## src/rtl/spi_shift_ctrl.sv

```systemverilog
// SPI transfer controller and shift register beside spi_clkgen.
// Serialises tx_data on shift strobes, deserialises miso on sample strobes.
module spi_shift_ctrl #(
  parameter int MAX_LEN = 32,
  parameter int CNT_W   = 6
) (
  input  logic               sys_clk,
  input  logic               rst,
  input  logic               go,
  input  logic [CNT_W-1:0]   char_len,
  input  logic               lsb,
  input  logic [MAX_LEN-1:0] tx_data,
  input  logic               shift,
  input  logic               sample,
  input  logic               miso,
  output logic               tip,
  output logic               mosi,
  output logic [MAX_LEN-1:0] rx_data,
  output logic               done
);

  typedef enum logic [1:0] {IDLE, XFER, DONE} state_t;

  localparam logic [CNT_W-1:0] LEN_MAX = CNT_W'(MAX_LEN);
  localparam logic [CNT_W-1:0] ONE     = CNT_W'(1);

  state_t state, state_nxt;

  logic [CNT_W-1:0]   len_in, len_q;
  logic [CNT_W-1:0]   tx_cnt, rx_cnt;
  logic               lsb_q;
  logic [MAX_LEN-1:0] tx_q, rx_q, rx_nxt;
  logic               cap, adv, last;

  function automatic logic [CNT_W-1:0] pos(
    input logic             l,
    input logic [CNT_W-1:0] n,
    input logic [CNT_W-1:0] k
  );
    return l ? k : n - ONE - k;
  endfunction

  function automatic logic bit_at(
    input logic [MAX_LEN-1:0] w,
    input logic [CNT_W-1:0]   idx
  );
    logic [MAX_LEN-1:0] s;
    s = w >> idx;
    return s[0];
  endfunction

  always_comb begin
    len_in = char_len;
    if (char_len == '0 || char_len > LEN_MAX)
      len_in = LEN_MAX;
  end

  // shift only advances once a bit has been sampled since the last advance
  always_comb begin
    cap    = (state == XFER) && sample;
    last   = cap && (rx_cnt + ONE == len_q);
    adv    = (state == XFER) && shift &&
             (rx_cnt > tx_cnt) && (tx_cnt + ONE < len_q);
    rx_nxt = rx_q |
             (MAX_LEN'(miso) << pos(lsb_q, len_q, rx_cnt));
  end

  always_ff @(posedge sys_clk or posedge rst) begin
    if (rst) state <= IDLE;
    else     state <= state_nxt;
  end

  always_comb begin
    state_nxt = state;
    tip       = 1'b0;
    done      = 1'b0;
    unique case (state)
      IDLE: if (go) state_nxt = XFER;
      XFER: begin
        tip = 1'b1;
        if (last) state_nxt = DONE;
      end
      DONE: begin
        done      = 1'b1;
        state_nxt = IDLE;
      end
      default: state_nxt = IDLE;
    endcase
  end

  always_ff @(posedge sys_clk or posedge rst) begin
    if (rst) begin
      len_q   <= '0;
      lsb_q   <= 1'b0;
      tx_q    <= '0;
      rx_q    <= '0;
      tx_cnt  <= '0;
      rx_cnt  <= '0;
      mosi    <= 1'b0;
      rx_data <= '0;
    end else begin
      unique case (state)
        IDLE: begin
          mosi <= 1'b0;
          if (go) begin
            len_q  <= len_in;
            lsb_q  <= lsb;
            tx_q   <= tx_data;
            tx_cnt <= '0;
            rx_cnt <= '0;
            rx_q   <= '0;
            mosi   <= bit_at(tx_data, pos(lsb, len_in, '0));
          end
        end
        XFER: begin
          if (cap) begin
            rx_q   <= rx_nxt;
            rx_cnt <= rx_cnt + ONE;
            if (last) rx_data <= rx_nxt;
          end
          if (adv) begin
            tx_cnt <= tx_cnt + ONE;
            mosi   <= bit_at(tx_q, pos(lsb_q, len_q, tx_cnt + ONE));
          end
        end
        DONE: mosi <= 1'b0;
        default: mosi <= 1'b0;
      endcase
    end
  end

endmodule

```

## config.mk

```make
export PLATFORM = sky130hd
export DESIGN_NAME = spi_shift_ctrl
export DESIGN_NICKNAME = d
export VERILOG_FILES = /design/src/rtl/spi_shift_ctrl.sv
export SDC_FILE = /design/constraint.sdc
export NUM_CORES = 1
export LEC_CHECK = 0
export CAP_MARGIN = 20
export CORE_UTILIZATION = 25
export CTS_CLUSTER_DIAMETER = 200
export DETAILED_ROUTE_END_ITERATION = 7
export DONT_BUFFER_PORTS = 1
export PLACE_DENSITY_LB_ADDON = 0.3
export SLEW_MARGIN = 30
export SYNTH_ARGS = -nofsm -noshare
export SYNTH_HDL_FRONTEND = slang
export SYNTH_SLANG_ARGS = --single-unit
```

## constraint.sdc

```tcl
create_clock -name sys_clk -period 3.5 [get_ports sys_clk]
set_clock_uncertainty 0.1 [all_clocks]
set_input_delay 0.525 -clock sys_clk [delete_from_list [all_inputs] [get_ports sys_clk]]
set_output_delay 0.525 -clock sys_clk [all_outputs]
set_load 0.05 [all_outputs]
```

==> flow_summary.toml, run 1 <==
[logic_synthesis]
synth_ff_type = "dfrtp_1"
ys_ff_latch = 118
async_flop_share = 1.00
yosys_warnings = 0
syn_nets = 753
synth_cells = 680
synth_edf_count = 0
netlist-cell-type-count = 51
yosysSeqAreaShare = 0.451
syn_area_per_cell_sq_um = 9.62
syn_area_sq_mm = 0.00654

[grt]
gr-total-overflow = 0
track_usage = 0.138
grt_pass1_vias = 5006
use_met1 = 0.181
grt_start_max_net_pins = 72
grt_busiest_layer = "met2"
antenna_found_initial = 0
use_met2 = 0.212
use_met3 = 0.0424
grt_pass1_wl_um = 28100

[pwr]
leakage_nw = 3.46
p_int_w = 0.00372
swShare = 0.374
p_comb_frac = 0.394
p_per_area_mw_per_mm2 = 776
power_w = 0.00594
power_frac_seq = 0.298
switchingPower_w = 0.00222
power_frac_clock = 0.308
vdd_drop_max_mv = 0.346

[sta]
finalCriticalPeriod_ps = 3190
slew_headroom = 0.498
holdWs_ps = 79.1
rsz0062_at_grt = "true"
setup_viol = 0
tightest_slew_ps = 750
slew_viol_final = 0
timing.final.hold_violations = 0
timing.fmax_mhz = 314
fin_crit_sh = 0.910
worst_slack_ps = 314

[worst_setup_path]
cp_slowest_stage_delay_ps = 420
critical_path_class = "reg -> reg"
crit_fanout = 16
cpMostUsedCell = "a21oi_1"
cp.arrival_ps = 3440
startpoint = "len_q[0]"
end_kind = "flop"
cp-start-kind = "flop"
required_ps = 3750
rr_startpoint = "len_q[0]"
critical_path.cell_chain = "inv_1 > ha_1 > inv_1 > ha_1 > nor2b_1 > o21ai_1 > a21oi_1 > o21a_2 > o31a_4 > nor4_4 > buf_4 > a21oi_1 > a21oi_1"
crit_family = "compound AO/OA/AOI/OAI gates"
cp_num_buf_inv = 3
slowest_stage = "dfrtp_1"

[clock_network]
cts_root_buf = "clkbuf_16"
hold_buffers = 0
numCtsBuffers = 17
post-cts-setup-buffers = 0
post_cts_resized = 0
cts_tree = "built"
clock_sinks = 118
htreeDepth = 4
worstSkewPairLatency_ps = 420
clockBufferDepth = 2
path_clk_slew_ps = 60

[floorplan]
die_w_um = 164
core_area_sq_mm = 0.0254
die_h_um = 164
rows = 58
initial_utilization = 0.258
ios = 80
die_area_sq_mm = 0.0268

[hold_path]
hold_class = "in -> async"

[finish]
stdcell_count = 1036
n_antenna_cell = 0
layout-drive-gt1-share = 0.132
area_growth_pct = 17.0
finish.net_count = 766
design_area_sq_mm = 0.00766

[place]
hpwl_um = 12600
dp_slack_ps = 295
placed_cell_area_sq_mm = 0.00703
dp_cells = 1004
routabilityCongestion = 0.822
io_buffers = 0

[drt]
drtAntennaViolNets = 0
remaining_drc_errors = 0
drt_iter0_drc = 330
drt_first_pass_iters = 4
avgViaCountPerCell = 4.77
wire_per_inst_um = 16.8
drt_wl_total_um = 17500
vias = 4940

[status]
status = "complete, no violations"

[flow_run]
maxCapViolCount = 0
metrics by stage:
step | TNS, ps | utilization
after floorplan | 0 | -
after global placement | 0 | 0.277
after detailed placement | 0 | 0.277
after CTS | 0 | 0.301
after global routing | -3.08 | 0.301
final | 0 | 0.301
final timing paths:
| path | end | slack [ps] | cells after the start |
|---|---|---|---|
| max | rx_data[22] | 310 | 13 |
| min | rx_data[22] | 80 | 2 |
| max reg2reg | rx_data[22] | 310 | 13 |
| min reg2reg | mosi | 370 | 1 |
| max in group asynchronous | tx_q[2] | 2720 | 2 |
| min in group sys_clk | tx_q[8] | 100 | 2 |
registers in the layout, indices dropped and copies added (netlist names):
name     flops
rx_data     32
tx_q        32
mosi         1
len_q        6
lsb_q        1
rx_cnt       6
tx_cnt       6
rx_q        32
state        2
per-layer routing:
layer / routed length (um) / up-vias
li1: - / 2416
met1: 8050 / 2410
met2: 8110 / 93
met3: 999 / 21
met4: 289 / 0
met5: 0 / -
power groups by stage:
stage               Clock, W  Combinational (W)  Sequential [W]
finish               0.00183            0.00234         0.00177
global route         0.00193            0.00262         0.00180
CTS                  0.00186            0.00236         0.00177
detailed placement         0            0.00234         0.00179
global placement           0            0.00236         0.00179
floorplan                  0            0.00175         0.00175
area by class of cell:
type	count	area, sq um
clock buffers	19	453
clock inverters	13	168
fillers	2676	17700
inverters	33	128
multi-input cells	495	3320
flip-flops and latches	118	2950
well taps	330	413
repair buffers	28	226
cells by family after synthesis:
| kind of cell | share of synthesized area |
|---|---|
| fa+ha+maj | 0.0558 |
| compound gates | 0.165 |
| mux | 0.0855 |
| simple gates | 0.168 |
| buf+inv | 0.0434 |
| xor+xnor | 0.0306 |
| flops | 0.451 |
worst reg2reg max path, delay by kind of cell, from the launching register on:
family	cells	cell delay, ps
AOI/OAI and AO/OA	6	1150
adders and majority gates	2	570
buffers and inverters	3	470
DFF	1	420
and+or+nand+nor	2	390
cell usage after synthesis (4+ instances only):
cell type	instances	share of area
o21ai_0	25	0.019
nand3_1	10	0.0076
nor2b_1	10	0.0096
xor2_1	5	0.0067
mux2i_1	32	0.049
a21oi_2	4	0.0054
ha_1	26	0.050
buf_6	4	0.0069
a32o_1	29	0.044
dfrtp_1	118	0.45
nor3_1	12	0.0092
mux4_2	9	0.031
clkbuf_1	27	0.015
inv_1	31	0.018
xnor2_1	16	0.021
o21a_1	5	0.0057
a211oi_1	6	0.0069
nand2b_1	9	0.0086
nor4_4	5	0.016
a22o_1	5	0.0067
o31ai_1	5	0.0057
nand2_1	125	0.072
a21o_1	4	0.0046
a21oi_1	71	0.054
nor2_1	53	0.030
cell usage in the layout (no fill, tap or decap), types with 5 or more instances in the layout:
| cell type | n |
|---|---|
| nand2b_1 | 9 |
| nand2_1 | 124 |
| clkbuf_16 | 17 |
| a21oi_1 | 71 |
| o31ai_1 | 5 |
| nor4_4 | 5 |
| dfrtp_1 | 118 |
| a22o_1 | 5 |
| inv_1 | 30 |
| o21a_1 | 5 |
| xnor2_1 | 16 |
| o21ai_0 | 25 |
| nand3_1 | 10 |
| nor3_1 | 11 |
| nor2b_1 | 9 |
| nor2_1 | 53 |
| a32o_1 | 29 |
| buf_4 | 26 |
| mux4_2 | 9 |
| ha_1 | 26 |
| mux2i_1 | 32 |
| xor2_1 | 5 |
| a211oi_1 | 6 |
(Power assumes the default switching activity.)
==> run 2: changes to the inputs <==
--- a/config.mk
+++ b/config.mk
@@ -6,6 +6,7 @@
 export NUM_CORES = 1
 export LEC_CHECK = 0
 export CAP_MARGIN = 20
+export CORE_MARGIN = 2
 export CORE_UTILIZATION = 25
 export CTS_CLUSTER_DIAMETER = 200
 export DETAILED_ROUTE_END_ITERATION = 7
==> run 2 against run 1 <==
  * Via count up 1.3%
  * Final cell count up 0.87%
  * Non-clock buffer count up 5
  * Largest power group unchanged
==> flow_summary.toml, run 2 (synthesized netlist as in run 1, its figures left out) <==
[worst_setup_path]
rr_startpoint = "len_q[0]"
cpMostUsedCell = "a21oi_1"
crit_family = "compound AO/OA/AOI/OAI gates"
cp_num_buf_inv = 3
regToRegSetupSlack_ps = 270
cp.arrival_ps = 3450
critical_path.cell_chain = "inv_1 > ha_1 > inv_1 > ha_1 > nor2b_1 > o21ai_1 > a21oi_1 > o21a_2 > o31a_4 > nor4_4 > buf_4 > a21oi_1 > a21oi_1"
cp-start-kind = "flop"
critical_path_class = "reg -> reg"
rr_worst_depth = 13
required_ps = 3730
end_kind = "flop"
slowest_stage = "dfrtp_1"
cp_slowest_stage_delay_ps = 430
reg2reg_to = "rx_data[13]"
crit_fanout = 16

[status]
status = "complete, no violations"

[place]
hpwl_um = 12700
dp_cells = 1014
routabilityCongestion = 0.876
io_buffers = 0
placed_cell_area_sq_mm = 0.00709

[drt]
vias = 5004
avgViaCountPerCell = 4.79
wire_per_inst_um = 16.8
drt_wl_total_um = 17500
remaining_drc_errors = 0
drtAntennaViolNets = 0
drt_iter0_drc = 306
drt_first_pass_iters = 5

[finish]
layout_common_cells = "124 x nand2_1, 118 x dfrtp_1, 71 x a21oi_1"
area_growth_pct = 16.9
stdcell_count = 1045
layout_commonest_cell = "nand2_1"
finish.net_count = 771
design_area_sq_mm = 0.00765
layout-drive-gt1-share = 0.132
n_antenna_cell = 0
reg.largest.list = "rx_data (32), rx_q (32), tx_q (32)"

[sta]
fin_crit_sh = 0.922
finalCriticalPeriod_ps = 3230
setup_viol = 0
slew_headroom = 0.502
timing.final.hold_violations = 0
rsz0062_at_grt = "false"
finalSetupTns_ps = 0
slew_viol_final = 0
timing.fmax_mhz = 310
tightest_slew_ps = 746

[clock_network]
htreeDepth = 4
path_clk_slew_ps = 50
numCtsBuffers = 17
worstSkewPairLatency_ps = 410
cts_root_buf = "clkbuf_16"
clock_sinks = 118
clockBufferDepth = 2
cts_tree = "built"

[floorplan]
die_area_sq_mm = 0.0275
rows = 59
core_area_sq_mm = 0.0259
initial_utilization = 0.253
die_w_um = 166
ios = 80
die_h_um = 166

[grt]
grt_pass1_wl_um = 29100
grt_start_max_net_pins = 71
gr-total-overflow = 0
grt_pass1_vias = 5165
antenna_found_initial = 0
track_usage = 0.133

[pwr]
p_per_area_mw_per_mm2 = 762
leakage_nw = 3.46
vdd_drop_max_mv = 0.369

[flow_run]
maxCapViolCount = 0

[hold_path]
hold_class = "in -> async"
==> run 2: cell types whose count changed in the layout (fill, tap and decap cells not counted) <==
cell and change:
buf_12 +1, buf_4 +5, buf_6 -1, bufinv_16 -1, clkbuf_1 +4, clkbuf_8 -1, clkinv_2 +2, clkinv_4 -1
inv_6 -4, nor3_1 -1, nor3_2 +1
==> run 2: per-stage QoR <==
step                      hold slack (ps)  power, W  utilization  worst slack (ps)
after floorplan                       333   0.00351            -               425
after global placement                352   0.00419        0.274               283
after detailed placement              362   0.00419        0.274               202
after CTS                            22.0   0.00589        0.295               175
after global routing                 62.9   0.00625        0.295              13.9
final                                1.56   0.00583        0.295               274
==> run 2: what timing repair did <==
| item | in CTS | in global routing |
|---|---|---|
| endpoints found under the hold margin | 0 | 0 |
| resized for setup | 0 | 1 |
| hold buffers | 0 | 0 |
| buffers inserted | 0 | 0 |
| setup endpoints to repair | 0 | 7 |
==> run 2: routing by layer <==
layer  GRT usage  vias to the layer above  routed length (um)
met5           0                        -                   0
met4      0.0499                        0                 379
met3      0.0346                       22                 842
met2       0.211                       99                8320
met1       0.174                     2454                7970
li1            -                     2429                   -
==> run 2: power breakdown <==
group          internal (W)  switching, W  total [W]  leakage (nW)
logic               0.00103       0.00138    0.00240          1.59
clock network       0.00106      0.000604    0.00166         0.270
registers           0.00156      0.000200    0.00176          1.60
==> run 2: final cells by class <==
class | instances | area (sq um)
clock buffers | 22 | 454
clock inverters | 9 | 104
fillers | 2684 | 18300
inverters | 33 | 128
multi-input cells | 495 | 3320
flip-flops and latches | 118 | 2950
well taps | 335 | 419
repair buffers | 33 | 273
==> run 2: worst max path at each step <==
stage / from / end / slack, ps / cells after the start
detailed placement: len_q[0] / rx_data[25] / 200 / 13
floorplan: char_len[0] / mosi / 430 / 10
global route: len_q[0] / rx_data[18] / 10 / 13
finish: len_q[0] / rx_data[13] / 270 / 13
global placement: len_q[0] / rx_data[24] / 280 / 13
CTS: len_q[0] / rx_data[25] / 180 / 13
==> run 3: changes to the inputs <==
--- a/config.mk
+++ b/config.mk
@@ -11,6 +11,7 @@
 export CTS_CLUSTER_DIAMETER = 200
 export DETAILED_ROUTE_END_ITERATION = 7
 export DONT_BUFFER_PORTS = 1
+export MAX_ROUTING_LAYER = met4
 export PLACE_DENSITY_LB_ADDON = 0.3
 export SLEW_MARGIN = 30
 export SYNTH_ARGS = -nofsm -noshare
==> run 3 against run 2 <==
  * Die area unchanged
  * Combinational power about the same
  * Critical endpoint unchanged
  * Final area unchanged
  * Power about the same
  * Count of clock-buffer cells in the layout unchanged
  * Core utilization unchanged
  * Worst hold slack about the same
  * Non-clock buffer count unchanged
  * Sequential share of layout area unchanged
  * Sequential power about the same
==> flow_summary.toml, run 3 (synthesized netlist as in run 1, its figures left out) <==
[grt]
gr-total-overflow = 0
track_usage = 0.137
antenna_found_initial = 0
grt_start_max_net_pins = 71
grt_pass1_vias = 5181
grt_pass1_wl_um = 29200

[pwr]
switchingPower_w = 0.00218
p_comb_frac = 0.412
power_frac_seq = 0.303
swShare = 0.374
power_frac_clock = 0.285
vdd_drop_max_mv = 0.370
p_per_area_mw_per_mm2 = 762
leakage_nw = 3.46
p_int_w = 0.00365
power_w = 0.00583

[finish]
n_antenna_cell = 0
layout_commonest_cell = "nand2_1"
layout_common_cells = "124 x nand2_1, 118 x dfrtp_1, 71 x a21oi_1"
design_area_sq_mm = 0.00765
layout-drive-gt1-share = 0.132
reg.largest.list = "rx_data (32), rx_q (32), tx_q (32)"
area_growth_pct = 16.9
finish.net_count = 771

[sta]
timing.final.hold_violations = 0
setup_viol = 0
worst_slack_ps = 277
rsz0062_at_grt = "false"
slew_viol_final = 0
fin_crit_sh = 0.921
tightest_slew_ps = 748
timing.fmax_mhz = 310
finalCriticalPeriod_ps = 3220
slew_headroom = 0.500
finalSetupTns_ps = 0

[worst_setup_path]
cp.arrival_ps = 3450
crit_fanout = 16
end_kind = "flop"
critical_path_class = "reg -> reg"
required_ps = 3730
cp-start-kind = "flop"

[floorplan]
rows = 59
ios = 80
die_w_um = 166
die_h_um = 166
die_area_sq_mm = 0.0275
core_area_sq_mm = 0.0259
initial_utilization = 0.253

[flow_run]
maxCapViolCount = 0

[clock_network]
htreeDepth = 4
path_clk_slew_ps = 50
clockBufferDepth = 2
cts_tree = "built"
post-cts-setup-buffers = 0
post_cts_resized = 0
worstSkewPairLatency_ps = 410
clock_sinks = 118
numCtsBuffers = 17
cts_root_buf = "clkbuf_16"
hold_buffers = 0

[drt]
avgViaCountPerCell = 4.77
drt_first_pass_iters = 5
drt_iter0_drc = 312
wire_per_inst_um = 16.8
vias = 4983
drt_wl_total_um = 17600
drtAntennaViolNets = 0
remaining_drc_errors = 0

[status]
status = "complete, no violations"

[place]
hpwl_um = 12700
io_buffers = 0
routabilityCongestion = 0.891
dp_slack_ps = 202
placed_cell_area_sq_mm = 0.00709

[hold_path]
hold_class = "in -> async"
[run 3: layout make-up]
| class | instances | area [sq um] |
|---|---|---|
| Clock buffer | 22 | 454 |
| Inverter | 33 | 128 |
| Clock inverter | 9 | 104 |
| Fill cell | 2684 | 18300 |
| Tap cell | 335 | 419 |
| Multi-Input combinational cell | 495 | 3320 |
| Sequential cell | 118 | 2950 |
| Timing Repair Buffer | 33 | 273 |
[run 3: path summary, 6_finish.rpt]
kind	slack [ps]	to	cells after the start	from
hold / removal	1	rx_data[21]	1	rst
setup / recovery	280	rx_data[13]	13	len_q[0]
min in group sys_clk	120	tx_q[9]	2	tx_data[9]
max in group asynchronous	2470	tx_q[19]	2	rst
setup reg to reg	280	rx_data[13]	13	len_q[0]
hold reg to reg	370	tx_q[12]	2	tx_q[12]
[run 3: per-stage QoR]
stage | hold WS [ps] | util | cells
6_report | 1.32 | 0.295 | 1045
5_1_grt | 63.3 | 0.295 | 1045
4_1_cts | 22.0 | 0.295 | 1045
3_5_place_dp | 362 | 0.274 | 1014
3_3_place_gp | 352 | 0.274 | 1014
2_1_floorplan | 333 | - | 680
[run 3: worst max-delay path, cell delays in order (launching register included)]
cell and delay [ps]:
dfrtp_1 430, inv_1 90, ha_1 330, inv_1 140, ha_1 240, nor2b_1 130
o21ai_1 160, a21oi_1 120, o21a_2 250, o31a_4 390, nor4_4 250, buf_4 240
a21oi_1 100, a21oi_1 180
[run 3: layer usage]
metal,vias up,track usage,part of all wire
met2,92,0.211,0.47
met5,-,-,0
met3,22,0.0355,0.048
met4,0,0.0499,0.022
li1,2427,-,-
met1,2442,0.175,0.46
[run 3: power by group through the flow]
stage               clock (W)  combinational (W)  sequential [W]
CTS                   0.00170            0.00242         0.00177
floorplan                   0            0.00175         0.00175
detailed placement          0            0.00241         0.00179
global route          0.00177            0.00269         0.00179
global placement            0            0.00241         0.00178
finish                0.00166            0.00240         0.00177
